`src/rtl/mul_div_pkg.sv`:
```
// Purpose: shared types and helpers for the iterative multiply/divide units.
// Latency: n/a (package only).
// Backpressure: n/a.
// Contents: XLEN, the IDLE/BUSY/DONE state enum shared by both FSMs, and abs_w().
package mul_div_pkg;

    localparam int XLEN = 32;

    typedef enum logic [1:0] {
        IDLE = 2'd0,
        BUSY = 2'd1,
        DONE = 2'd2
    } md_state_e;

    // Magnitude of v when signed_en is set. The most negative value maps to
    // 2^(XLEN-1). Read as unsigned, that result is still the correct magnitude.
    function automatic logic [XLEN-1:0] abs_w(input logic [XLEN-1:0] v,
                                              input logic            signed_en);
        return (signed_en && v[XLEN-1]) ? (~v + XLEN'(1)) : v;
    endfunction

endpackage

```
`src/rtl/mul_acc_adder.sv`:
```
// Purpose: N-bit adder with carry in/out for the partial-product accumulate.
// Latency: combinational.
// Backpressure: none.
// Ports: src1/src2 operands, cin carry in, result N-bit sum, cout carry out.
module mul_acc_adder #(
    parameter int N = 33
) (
    input  logic [N-1:0] src1,
    input  logic [N-1:0] src2,
    input  logic         cin,
    output logic [N-1:0] result,
    output logic         cout
);

    assign {cout, result} = {1'b0, src1} + {1'b0, src2} + {{N{1'b0}}, cin};

endmodule

```
`src/rtl/shift_add_mul.sv`:
```
// Purpose: iterative radix-2 shift-and-add multiplier, signed or unsigned, W x W -> 2W.
// Latency: W+1 cycles from accept to out_valid; one product per W+2 cycles back to back.
// Backpressure: out_ready low holds DONE and p indefinitely; in_ready is high only in IDLE.
// Ports: clk, reset (sync, active high); x, y, mul_signed, in_valid/in_ready request side;
//        p, out_valid/out_ready result side.
module shift_add_mul
    import mul_div_pkg::*;
#(
    parameter int W = XLEN
) (
    input  logic           clk,
    input  logic           reset,
    input  logic [W-1:0]   x,
    input  logic [W-1:0]   y,
    input  logic           mul_signed,
    input  logic           in_valid,
    output logic           in_ready,
    output logic           out_valid,
    input  logic           out_ready,
    output logic [2*W-1:0] p
);

    localparam int CW = $clog2(W);

    md_state_e         state_q, state_d;
    logic [CW-1:0]     cnt_q, cnt_d;
    logic [W-1:0]      mcand_q, mcand_d;
    logic [2*W:0]      acc_q, acc_d;
    logic              neg_q, neg_d;
    logic [2*W-1:0]    p_q, p_d;

    logic [W:0]        add_res;
    logic              add_cout;
    logic [2*W:0]      acc_step;

    mul_acc_adder #(.N(W+1)) u_adder (
        .src1   (acc_q[2*W:W]),
        .src2   ({1'b0, mcand_q}),
        .cin    (1'b0),
        .result (add_res),
        .cout   (add_cout)
    );

    // Add-then-shift folded into one select. The shift drops acc[0], so the
    // carry lands in the top bit. The carry is always zero because the upper
    // half never exceeds 2^W - 1 before the add.
    assign acc_step = acc_q[0] ? {add_cout, add_res, acc_q[W-1:1]}
                               : {1'b0, acc_q[2*W:1]};

    always_comb begin
        state_d = state_q;
        cnt_d   = cnt_q;
        mcand_d = mcand_q;
        acc_d   = acc_q;
        neg_d   = neg_q;
        p_d     = p_q;
        case (state_q)
            IDLE: begin
                if (in_valid) begin
                    mcand_d = abs_w(x, mul_signed);
                    acc_d   = {{(W+1){1'b0}}, abs_w(y, mul_signed)};
                    neg_d   = mul_signed & (x[W-1] ^ y[W-1]);
                    cnt_d   = '0;
                    state_d = BUSY;
                end
            end
            BUSY: begin
                acc_d = acc_step;
                cnt_d = cnt_q + CW'(1);
                if (cnt_q == CW'(W-1)) begin
                    state_d = DONE;
                    p_d     = neg_q ? (~acc_step[2*W-1:0] + {{(2*W-1){1'b0}}, 1'b1})
                                    : acc_step[2*W-1:0];
                end
            end
            DONE: begin
                if (out_ready) begin
                    state_d = IDLE;
                end
            end
            default: state_d = IDLE;
        endcase
    end

    always_ff @(posedge clk) begin
        if (reset) begin
            state_q <= IDLE;
            cnt_q   <= '0;
            mcand_q <= '0;
            acc_q   <= '0;
            neg_q   <= 1'b0;
            p_q     <= '0;
        end else begin
            state_q <= state_d;
            cnt_q   <= cnt_d;
            mcand_q <= mcand_d;
            acc_q   <= acc_d;
            neg_q   <= neg_d;
            p_q     <= p_d;
        end
    end

    assign in_ready  = (state_q == IDLE);
    assign out_valid = (state_q == DONE);
    assign p         = p_q;

endmodule

```
`config.mk`:
```
export PLATFORM = sky130hd
export DESIGN_NAME = shift_add_mul
export DESIGN_NICKNAME = d
export VERILOG_FILES = /design/src/rtl/mul_div_pkg.sv /design/src/rtl/mul_acc_adder.sv /design/src/rtl/shift_add_mul.sv
export SDC_FILE = /design/constraint.sdc
export NUM_CORES = 1
export LEC_CHECK = 0
export ABC_AREA = 1
export ABC_CLOCK_PERIOD_IN_PS = 6600
export CORE_MARGIN = 2
export CORE_UTILIZATION = 43
export DETAILED_ROUTE_END_ITERATION = 8
export PLACE_DENSITY = 0.66
export SKIP_CTS_REPAIR_TIMING = 1
export SLEW_MARGIN = 20
export SYNTH_ARGS = -nofsm -noshare
export SYNTH_HDL_FRONTEND = slang
export SYNTH_SLANG_ARGS = --single-unit
```
`constraint.sdc`:
```
create_clock -name clk -period 6.6 [get_ports clk]
set_clock_uncertainty 0.15 [all_clocks]
set_input_delay 0.99 -clock clk [delete_from_list [all_inputs] [get_ports clk]]
set_output_delay 0.99 -clock clk [all_outputs]
set_load 0.01 [all_outputs]
```
==> metrics.sh, run 1 <==
GRT_ANTENNA_BEFORE_REPAIR=0
MULTIINPUTGATEAREA_MM2=0.00772
DIEHEIGHT_UM=175
P_PER_AREA_mW_PER_MM2=190
SYN_AREA_PER_CELL_UM2=6.08
FP.DIEAREA_MM2=0.0305
RSZ_0062_RAISED_AFTER_GLOBAL_ROUTING='no'
WORST_SKEW_PAIR.LATE_LATENCY_NS=0.45
HOLD_VIOL=0
WP_DATA_ARRIVAL_NS=3.52
COMBINATIONAL_FAMILY_WITH_THE_MOST_AREA_AFTER_SYNTHESIS='simple AND/OR/NAND/NOR gates'
ENDPOINT_KIND='register'
WIRELENGTH_MM=39.7
FIN_SETUP_TNS_NS=0
DETAIL_ROUTE.DRC_VIOLATIONS=0
SYNTHXORXNORAREAFRAC=0.0434
DRT-WIRELENGTH-PER-CELL_UM=15.7
FLOORPLAN.INITIALDENSITY=0.436
WORST_PATH_CLK_SLEW_NS=0.08
DESIGN.PORTCOUNT=135
CORE.ROWCOUNT=62
SHORTEST_PERIOD_THE_WORST_PATH_ALLOWS_NS=3.38
VIASPERCELL=5.19
POST_SYNTH_CELL_TYPES=50
GRTUSAGETOTAL=0.264
GLOBAL_ROUTE_WIRE_LENGTH_BEFORE_REPAIR_MM=64.5
LAYOUT.CELLS.MOST_COMMON='nand2_1'
DIE_WIDTH_UM=175
YOSYS_WARNINGS=0
TOP_SIGNAL_LAYER_USED='met4'
PORT_BUFFERS=134
ASYNC_S_R_FF_SHARE_SYNTH=0
NUMBER_OF_CLOCK_BUFFERS_INSERTED_BY_TRITONCTS=17
INSTANCES_NO_FILL=2538
OUTCOME='complete, no violations'
ANTENNA_VIOLATING_NETS_POST_ROUTE=0
SYNTH.YOSYS.SEQ_AREA_SHARE=0.270
ROUTED-WL-MET2_MM=19.7
VDD_DROP_MAX_mV=0.201
FILLCELLCOUNT=3013
YOSYS.AREA_SHARE.SIMPLE=0.377
FIRST_ITER_VIOLATIONS=896
CLOCK-SINKS=169
M1WIRELENGTH_MM=16.4
TOTAL_LEAKAGE_POWER_uW=0.00683
FINALNETCOUNT=2248
TIMING.MAX_CAP.VIOLATIONS=0
INSTANCE_COUNT_AFTER_PLACEMENT_WITH_TAP_CELLS_INCLUDED=2505
CRITPATHMAXFANOUT=3
SYN2LAYOUT_AREA_GROWTH_PCT=17.7
HOLD_PATH.CLASS='register to register'
SETUP_VIOL=0
POSTSYNTHREGISTERBITS=169
FMAXACHIEVABLE_MHz=296
SYNTH-EDFF-COUNT=0
SLEW_VIOLATIONS=0
ANTENNA_CELLS_INSERTED=0
NUM_VIAS=13200
TIMING.CRITICAL_PATH.REQUIRED_NS=6.74
TIMING.MAX_SLEW.REL_SLACK=0.405
DRT_FIRST_PASS_ITERS=6
GP_CONGESTION=0.991
SYN_NETS=2166
GRT.OVERFLOW.TOTAL=0
SYNTHESIS.INSTANCES=2059
MUX_CONTRIBUTION_TO_SYNTHESIZED_AREA=0
SYNTHESIS.AREA_MM2=0.0125
CLK_PATH_BUF_DEPTH=2
PATH_CLASS='input pin to register'
LAYOUT.AREA.SEQ_MM2=0.00338
LAYOUT_COMMON_CELLS='602 x nand2_1, 288 x inv_1, 184 x nor2_1, 169 x dfxtp_1, 147 x a21oi_1'
PLACE_HPWL_MM=30.8
TRANSITION_TIME_AT_THE_PIN_WITH_THE_LEAST_SLEW_MARGIN_NS=0.893
CTS_TREE='built'
CTS_HTREE_LEVELS=4
PREVAILING_POST_SYNTH_REGISTER_CELL='dfxtp_1'
CTS_ROOT_BUF='clkbuf_16'
POST_ROUTE_CELLS_DRIVE_ABOVE_1_SHARE=0.0687
POST_SYNTH_FA_HA_MAJ_AREA_FRACTION=0.0386
CORE_AREA_MM2=0.0287
FIRST_GLOBAL_VIAS=12700
MET3WIRELENGTH_MM=1.80
GRT_START_MAX_NET_PINS=90
SYNTH_COMPOUND_GATE_AREA_SHARE=0.156
FINAL.PERIOD_UTILIZATION=0.512
CRIT_PATH_START_KIND='input pin'
synthesized netlist by cell type, types with 9 or more instances:
library cell  number  area (um^2)
a21oi_1          147          736
a31oi_1           27          169
buf_1             10         37.5
buf_2             13         65.1
clkbuf_1          56          210
dfxtp_1          169         3380
ha_1              37          463
inv_1            289         1080
nand2_1          602         2260
nand2_2           22          138
nand3_1          123          616
nand3_2           10          100
nand3b_1           9         67.6
nand4_1           19          119
nor2_1           187          702
nor2_2            13         81.3
nor2_4            13          146
nor3_1            22          110
o21ai_0           96          480
o21ai_1            9         45.0
o221ai_1          20          175
or2_2             26          163
xnor2_1           20          175
xor2_1            42          368
sequential cells by signal (all words and copies together), names as in the netlist:
register	cells
acc_q	65
p	64
mcand_q	32
cnt_q	5
state_q	2
neg_q	1
power breakdown:
group,switching (uW),leakage (uW),total [uW],internal [uW]
clock network,526,0.000297,1040,517
registers,64.5,0.00138,1120,1060
logic,405,0.00516,627,222
total,996,0.00683,2800,1800
critical path, stage by stage:
cell	delay, ns
clkdlybuf4s50_1	0.46
inv_1	0.09
ha_1	0.14
inv_1	0.06
nor3_1	0.26
inv_1	0.11
nor2_2	0.12
nand2_1	0.09
nor3_1	0.18
nand2_1	0.13
nor2_2	0.14
nand3_1	0.14
nor2_2	0.19
nor2_1	0.11
nor2_1	0.13
nand2_1	0.06
nand3_1	0.07
a31oi_1	0.08
area by class of cell:
| class | instances | area share |
|---|---|---|
| Clock inverter | 15 | 0.0127 |
| Clock buffer | 17 | 0.0289 |
| Inverter | 294 | 0.0749 |
| Multi-Input combinational cell | 1515 | 0.524 |
| Tap cell | 384 | 0.0326 |
| Sequential cell | 169 | 0.230 |
| Timing Repair Buffer | 144 | 0.0971 |
layer usage:
layer / vias up / GRT usage
met5: - / 0
met4: 0 / 0.123
met3: 90 / 0.0435
met2: 342 / 0.469
met1: 5986 / 0.311
li1: 6747 / -
stage by stage:
stage,total power [uW],worst slack (ns),utilization,hold WS (ns),instance area (um^2)
3_3_place_gp,1770,2.81,0.491,0.305,14100
4_1_cts,2800,3.10,0.512,0.327,14700
3_5_place_dp,1770,2.84,0.491,0.317,14100
2_1_floorplan,1560,3.72,-,0.283,12500
6_report,2800,3.22,0.513,0.325,14700
5_1_grt,2920,2.83,0.513,0.357,14700
cell families after synthesis:
kind of cell | count (synthesis)
xor+xnor | 62
compound gates | 344
flops | 169
buf+inv | 375
fa+ha+maj | 38
simple gates | 1071
worst paths after layout:
| kind | from | end | slack [ns] | depth (start not counted) |
|---|---|---|---|---|
| max | y[0] | acc_q[28]$_SDFFE_PP0P_ | 3.22 | 18 |
| max reg2reg | acc_q[32]$_SDFFE_PP0P_ | p[52]$_SDFFE_PP0P_ | 3.30 | 20 |
| min reg2reg | cnt_q[3]$_SDFFE_PP0P_ | cnt_q[3]$_SDFFE_PP0P_ | 0.32 | 2 |
| min | cnt_q[3]$_SDFFE_PP0P_ | cnt_q[3]$_SDFFE_PP0P_ | 0.32 | 2 |
No activity file was read; power rests on OpenSTA's default activity.
==> run 2, diff against run 1 <==
Settings changed: ABC_CLOCK_PERIOD_IN_PS 6600 to 3500.
Clock period 6.6 ns to 3.5 ns, I/O delays scaled along.
==> metrics.sh, run 2 (same netlist as run 1, synthesis figures left out) <==
SWITCHING_SHARE=0.348  # -0.00840
CRIT-REG2REG-LAUNCH='acc_q[32]$_SDFFE_PP0P_'
HOLD_PATH.CLASS='register to register'
FIRST_ITER_VIOLATIONS=901  # +0.56%
GRT_START_MAX_NET_PINS=78  # -13%
PLACE_HPWL_MM=31.3  # +1.6%
POST_ROUTE_CELLS_DRIVE_ABOVE_1_SHARE=0.0723  # +0.00355
GRT_ANTENNA_BEFORE_REPAIR=0  # unchanged
POWER.SHARE.SEQUENTIAL=0.399  # -0.003
ANTENNA_CELLS_INSERTED=0  # unchanged
MIN_PATH_CELLS=2  # unchanged
WP_DATA_ARRIVAL_NS=3.40  # -0.12 ns
FP.DIEAREA_MM2=0.0305  # unchanged
CTS_TREE='built'
FILLCELLCOUNT=3042  # +0.96%
SLEW_VIOLATIONS=0  # unchanged
REGMOSTFLOPS='acc_q'
GRT.OVERFLOW.TOTAL=0  # unchanged
DIEHEIGHT_UM=175  # unchanged
DRT-WIRELENGTH-PER-CELL_UM=15.8  # +0.83%
CRITPATHMAXFANOUT=4  # +1
VIASPERCELL=5.16  # -0.52%
WORSTHOLDENDPOINT='cnt_q[4]$_SDFFE_PP0P_'
WORSTSETUPSTARTPOINT='acc_q[32]$_SDFFE_PP0P_'
DRT_FIRST_PASS_ITERS=6  # unchanged
SHORTEST_PERIOD_THE_WORST_PATH_ALLOWS_NS=3.21
FINAL_DESIGN_AREA_NO_FILL_MM2=0.0148  # +0.25%
CRIT-REG2REG-CAPTURE='p[52]$_SDFFE_PP0P_'
CELL_FAMILY_CONTRIBUTING_THE_MOST_DELAY_ON_THE_CRITICAL_PATH='simple AND/OR/NAND/NOR gates'
CORE_AREA_MM2=0.0287  # unchanged
HP-START='cnt_q[4]$_SDFFE_PP0P_'
FINALNETCOUNT=2253  # +0.22%
POWER.SWITCHING_uW=1840  # +85%
TIMING.CRITICAL_PATH.REQUIRED_NS=3.69  # -3.05 ns
LARGEST_REG_FLOPS=65  # unchanged
FMAXACHIEVABLE_MHz=312
PATH_CLASS='register to register'
RSZ_0062_RAISED_AFTER_GLOBAL_ROUTING='no'
FINAL.PERIOD_UTILIZATION=0.916
CRIT_PATH_TOP_DELAY_CELL='dfxtp_1'
CRIT_PATH_START_KIND='register'
INSTANCES_NO_FILL=2543  # +0.20%
ENDPOINT_KIND='register'
CLOCK-SINKS=169  # unchanged
TIMING.MAX_CAP.VIOLATIONS=0  # unchanged
CLK_PATH_BUF_DEPTH=2  # unchanged
PATH_COMMON_CELL='nand2_1'
LAYOUT.CELLS.MOST_COMMON='nand2_1'
CLOCK_POWER_SHARE=0.375  # +0.002
OUTCOME='complete, no violations'
GLOBAL_ROUTE_WIRE_LENGTH_BEFORE_REPAIR_MM=64.6  # about the same
CTS_HTREE_LEVELS=4  # unchanged
LAYOUT_COMMON_CELLS='601 x nand2_1, 288 x inv_1, 184 x nor2_1, 169 x dfxtp_1, 147 x a21oi_1'
NUMBER_OF_CLOCK_BUFFERS_INSERTED_BY_TRITONCTS=17  # unchanged
MINIMUM_SETUP_SLACK_AMONG_REG_TO_REG_PATHS_NS=0.29  # -3.01 ns
FF2FF_PATH_DEPTH=20  # unchanged
VDD_DROP_MAX_mV=0.380  # +89%
DETAILED_PLACE.AREA_MM2=0.0142  # +0.41%
TOTAL_LEAKAGE_POWER_uW=0.00686  # +0.34%
FIN_SETUP_TNS_NS=0  # unchanged
WORST_SKEW_PAIR.LATE_LATENCY_NS=0.45  # about the same
GP_CONGESTION=0.977  # -1.4%
DETAIL_ROUTE.DRC_VIOLATIONS=0  # unchanged
NUM_VIAS=13100  # -0.32%
INSTANCE_COUNT_AFTER_PLACEMENT_WITH_TAP_CELLS_INCLUDED=2511  # +0.24%
DIE_WIDTH_UM=175  # unchanged
SETUP_VIOL=0  # unchanged
FIRST_GLOBAL_VIAS=12700  # +0.36%
WORST_PATH_CLK_SLEW_NS=0.07  # about the same
P_PER_AREA_mW_PER_MM2=358  # +89%
CTS_ROOT_BUF='clkbuf_16'
DESIGN.PORTCOUNT=135  # unchanged
ANTENNA_VIOLATING_NETS_POST_ROUTE=0  # unchanged
TOTAL_POWER_uW=5290  # +89%
SLOWEST_DELAY_NS=0.42  # -0.04 ns
WIRELENGTH_MM=40.1  # +1.0%
SYN2LAYOUT_AREA_GROWTH_PCT=18.0
CORE.ROWCOUNT=62  # unchanged
POWER_FRAC_COMB=0.226  # +0.002
POWER_REPORT.INTERNAL_TOTAL_uW=3450  # +92%
CRIT_CHAIN='ha_4 > inv_1 > fa_1 > inv_1 > nand3_1 > nand2_2 > nand2_1 > nand2_2 > nand3_1 > nand3_1 > nand3_1 > nand2_1 > nand2_1 > nor2_1 > nand3_1 > nand2_1 > xor2_1 > nand2_1 > nand2_1 > inv_1'
MULTIINPUTGATEAREA_MM2=0.00774  # +0.24%
TRANSITION_TIME_AT_THE_PIN_WITH_THE_LEAST_SLEW_MARGIN_NS=0.857  # -0.0363 ns
TIMING.MAX_SLEW.REL_SLACK=0.429  # +0.0242
FINISH.UTILIZATION=0.515  # +0.00131
PORT_BUFFERS=134  # unchanged
WORSTPATHBUFFERINVERTERCOUNT=3  # -1
FLOORPLAN.INITIALDENSITY=0.436  # unchanged
HOLD_VIOL=0  # unchanged
LAYOUT.AREA.SEQ_MM2=0.00338  # unchanged
GRTUSAGETOTAL=0.264  # about the same
==> run 2: cell types whose count changed in the layout (fill, tap and decap cells not counted), moves of 2 or more <==
cell	change
buf_4	+5
clkinv_2	+2
inv_8	+2
clkinv_8	-3
clkinv_4	-2
==> run 2: metal layers <==
layer  routed length, um  track usage  up-vias
li1                    -            -     6776
met1               16900        0.307     5941
met2               19500        0.473      304
met3                1660       0.0398      102
met4                2090        0.133        0
met5                   0            0        -
==> run 2: tightest hold or removal path: cells and delay by family, from the launching register on <==
family | cells | cell delay (ns)
compound gates | 1 | 0.05
flops | 1 | 0.32
simple gates | 1 | 0.06
==> run 2: worst max path at each step <==
stage | to | slack [ns] | depth (start not counted)
after detailed placement | mcand_q[28]$_SDFFE_PP0P_ | 0.22 | 14
after floorplan | p[62]$_SDFFE_PP0P_ | 0.80 | 21
after global routing | p[48]$_SDFFE_PP0P_ | 0.02 | 19
after global placement | mcand_q[26]$_SDFFE_PP0P_ | 0.21 | 14
after CTS | p[52]$_SDFFE_PP0P_ | 0.21 | 20
final | p[52]$_SDFFE_PP0P_ | 0.29 | 20
==> run 2: metrics by stage <==
| stage | setup WS, ns | hold slack (ns) |
|---|---|---|
| 4_1_cts | 0.215 | 0.327 |
| 2_1_floorplan | 0.804 | 0.283 |
| 3_3_place_gp | 0.206 | 0.304 |
| 3_5_place_dp | 0.216 | 0.315 |
| 5_1_grt | 0.0237 | 0.351 |
| 6_report | 0.294 | 0.321 |
==> run 2: power groups by stage <==
stage | Clock [uW] | Sequential, uW | Combinational, uW
after floorplan | 0 | 2090 | 856
after global placement | 0 | 2150 | 1190
after detailed placement | 0 | 2150 | 1190
after CTS | 2010 | 2110 | 1200
after global routing | 2080 | 2120 | 1350
final | 1980 | 2110 | 1200
==> run 2: final cells by class <==
class / count / share of cell area
clock buffers: 17 / 0.0288
clock inverters: 15 / 0.0119
inverters: 294 / 0.0747
multi-input cells: 1515 / 0.524
flip-flops and latches: 169 / 0.229
well taps: 384 / 0.0325
repair buffers: 149 / 0.0989
==> run 3, diff against run 2 <==
Settings changed: CAP_MARGIN from default to 20, CORE_UTILIZATION 43 to 58, PLACE_DENSITY 0.66 to 0.91.
==> metrics.sh, run 3 (same netlist as run 1, synthesis figures left out) <==
OUTCOME='complete, no violations'
CTS_HTREE_LEVELS=4  # unchanged
HOLD_PATH.CLASS='register to register'
TIMING.MAX_CAP.VIOLATIONS=0  # unchanged
TIMING.MAX_SLEW.REL_SLACK=0.429  # about the same
CTS_ROOT_BUF='clkbuf_16'
GR-USAGE-MET2=0.612  # +0.139
VDD_DROP_MAX_mV=0.334  # -12%
SLEW_VIOLATIONS=0  # unchanged
SETUP_SLACK_NS=0.373  # +0.0794 ns
ENDPOINT_KIND='register'
REGMOSTFLOPS='acc_q'
RSZ_0062_RAISED_AFTER_GLOBAL_ROUTING='no'
TIMING.CRITICAL_PATH.REQUIRED_NS=3.70  # about the same
GRT.OVERFLOW.TOTAL=0  # unchanged
P_PER_AREA_mW_PER_MM2=357  # -0.26%
DIE_WIDTH_UM=151  # -14%
HOLD_VIOL=0  # unchanged
FIRST_GLOBAL_VIAS=12800  # +0.56%
DETAIL_ROUTE.DRC_VIOLATIONS=0  # unchanged
LARGEST_REG_FLOPS=65  # unchanged
NUM_VIAS=13500  # +3.0%
FIN_SETUP_TNS_NS=0  # unchanged
PLACE_HPWL_MM=30.1  # -3.9%
FIRST_ITER_VIOLATIONS=1031  # +14%
FINAL_DESIGN_AREA_NO_FILL_MM2=0.0147  # -0.40%
CTS_TREE='built'
TOTAL_LEAKAGE_POWER_uW=0.00689  # +0.41%
NUMBER_OF_CLOCK_BUFFERS_INSERTED_BY_TRITONCTS=17  # unchanged
CLOCK-SINKS=169  # unchanged
GP_CONGESTION=1.02  # +4.9%
DRT_FIRST_PASS_ITERS=7  # +1
FINALNETCOUNT=2257  # +0.18%
CLK_PATH_BUF_DEPTH=2  # unchanged
CRIT_PATH_START_KIND='register'
PORT_BUFFERS=134  # unchanged
DIEHEIGHT_UM=151  # -14%
FINAL.PERIOD_UTILIZATION=0.893  # -0.0227
GR-MAX-USAGE-LAYER='met2'
ANTENNA_VIOLATING_NETS_POST_ROUTE=0  # unchanged
DESIGN.PORTCOUNT=135  # unchanged
FLOORPLAN.INITIALDENSITY=0.594  # +0.158
CORE_AREA_MM2=0.0211  # -27%
GRT_ANTENNA_BEFORE_REPAIR=0  # unchanged
HOLD_SLACK_NS=0.321  # +0.000591 ns
POST_ROUTE_CELLS_DRIVE_ABOVE_1_SHARE=0.0735  # +0.00125
FP.DIEAREA_MM2=0.0228  # -25%
CORE.ROWCOUNT=53  # -15%
TRANSITION_TIME_AT_THE_PIN_WITH_THE_LEAST_SLEW_MARGIN_NS=0.857  # -0.000253 ns
WP_DATA_ARRIVAL_NS=3.33  # -0.07 ns
WORST_SKEW_PAIR.LATE_LATENCY_NS=0.45  # about the same
SHORTEST_PERIOD_THE_WORST_PATH_ALLOWS_NS=3.13  # -0.0794 ns
VIASPERCELL=5.54  # +7.4%
SYN2LAYOUT_AREA_GROWTH_PCT=17.5
MET1_USAGE=0.408  # +0.102
LAYOUT_COMMON_CELLS='601 x nand2_1, 288 x inv_1, 184 x nor2_1, 169 x dfxtp_1, 147 x a21oi_1'
WIRELENGTH_MM=38.9  # -3.0%
LAYOUT.CELLS.MOST_COMMON='nand2_1'
GRT_START_MAX_NET_PINS=78  # unchanged
GRTUSAGETOTAL=0.347  # +0.0825
DETAILED_PLACE.AREA_MM2=0.0141  # -0.49%
TOTAL_POWER_uW=5260  # -0.66%
WORST_PATH_CLK_SLEW_NS=0.08  # about the same
FMAXACHIEVABLE_MHz=320  # +2.5%
CRITPATHMAXFANOUT=4  # unchanged
DRT-WIRELENGTH-PER-CELL_UM=16.0  # +1.1%
GRT_UTIL_MET3=0.0485  # +0.00868
PATH_CLASS='register to register'
PLACE_WS_NS=0.331  # +0.116 ns
SETUP_VIOL=0  # unchanged
GLOBAL_ROUTE_WIRE_LENGTH_BEFORE_REPAIR_MM=62.3  # -3.5%
==> run 3: cell count changes in the layout (fill, tap and decap cells not counted), sizes merged <==
| cell | before | now |
|---|---|---|
| inv | 301 | 298 |
| diode | 0 | 1 |
| buf | 16 | 20 |
| bufinv | 1 | 0 |
| clkinv | 7 | 11 |
==> run 3: final timing paths <==
path                                        startpoint                endpoint  slack [ns]  depth (start not counted)
worst min register to register  acc_q[64]$_SDFFE_PP0P_  acc_q[64]$_SDFFE_PP0P_        0.32                          2
worst min-delay path            acc_q[64]$_SDFFE_PP0P_  acc_q[64]$_SDFFE_PP0P_        0.32                          2
worst max-delay path            acc_q[32]$_SDFFE_PP0P_      p[52]$_SDFFE_PP0P_        0.37                         20
worst max register to register  acc_q[32]$_SDFFE_PP0P_      p[52]$_SDFFE_PP0P_        0.37                         20
==> run 3: per-layer routing <==
| layer | part of all wire | vias to the layer above |
|---|---|---|
| li1 | - | 6789 |
| met1 | 0.40 | 6113 |
| met2 | 0.49 | 505 |
| met3 | 0.060 | 116 |
| met4 | 0.050 | 0 |
| met5 | 0 | - |
==> run 3: layout make-up <==
class	instances	area, um^2
sequential	169	3380
tap	275	344
inverter	294	1100
multi-input combinational	1515	7730
clock inverter	15	196
clock buffer	17	425
fill	1856	6370
antenna	1	2.50
timing repair buffer	153	1530
==> run 3: critical path: stages (launching register included) <==
cell and delay (ns):
dfxtp_1 0.38, ha_2 0.24, inv_1 0.06, fa_1 0.41
inv_1 0.11, nand3_1 0.10, nand2_2 0.14, nand2_1 0.11
nand3_1 0.08, nand3_1 0.09, nand2_1 0.12, nand2_1 0.11
nor2_1 0.14, nand2_1 0.09, nor2_2 0.16, nand3_1 0.10
nand2_1 0.13, xor2_1 0.16, nand2_1 0.06, nand2_1 0.05
inv_1 0.03
==> run 3: per-stage QoR <==
stage	utilization	cells
finish	0.698	2439
global route	0.698	2438
CTS	0.697	2438
detailed placement	0.668	2406
global placement	0.668	2406
floorplan	-	2059
==> run 3: report_power, final <==
part | switching, uW | internal, uW
clock network | 960 | 977
registers | 118 | 2000
logic | 775 | 429
total | 1850 | 3410
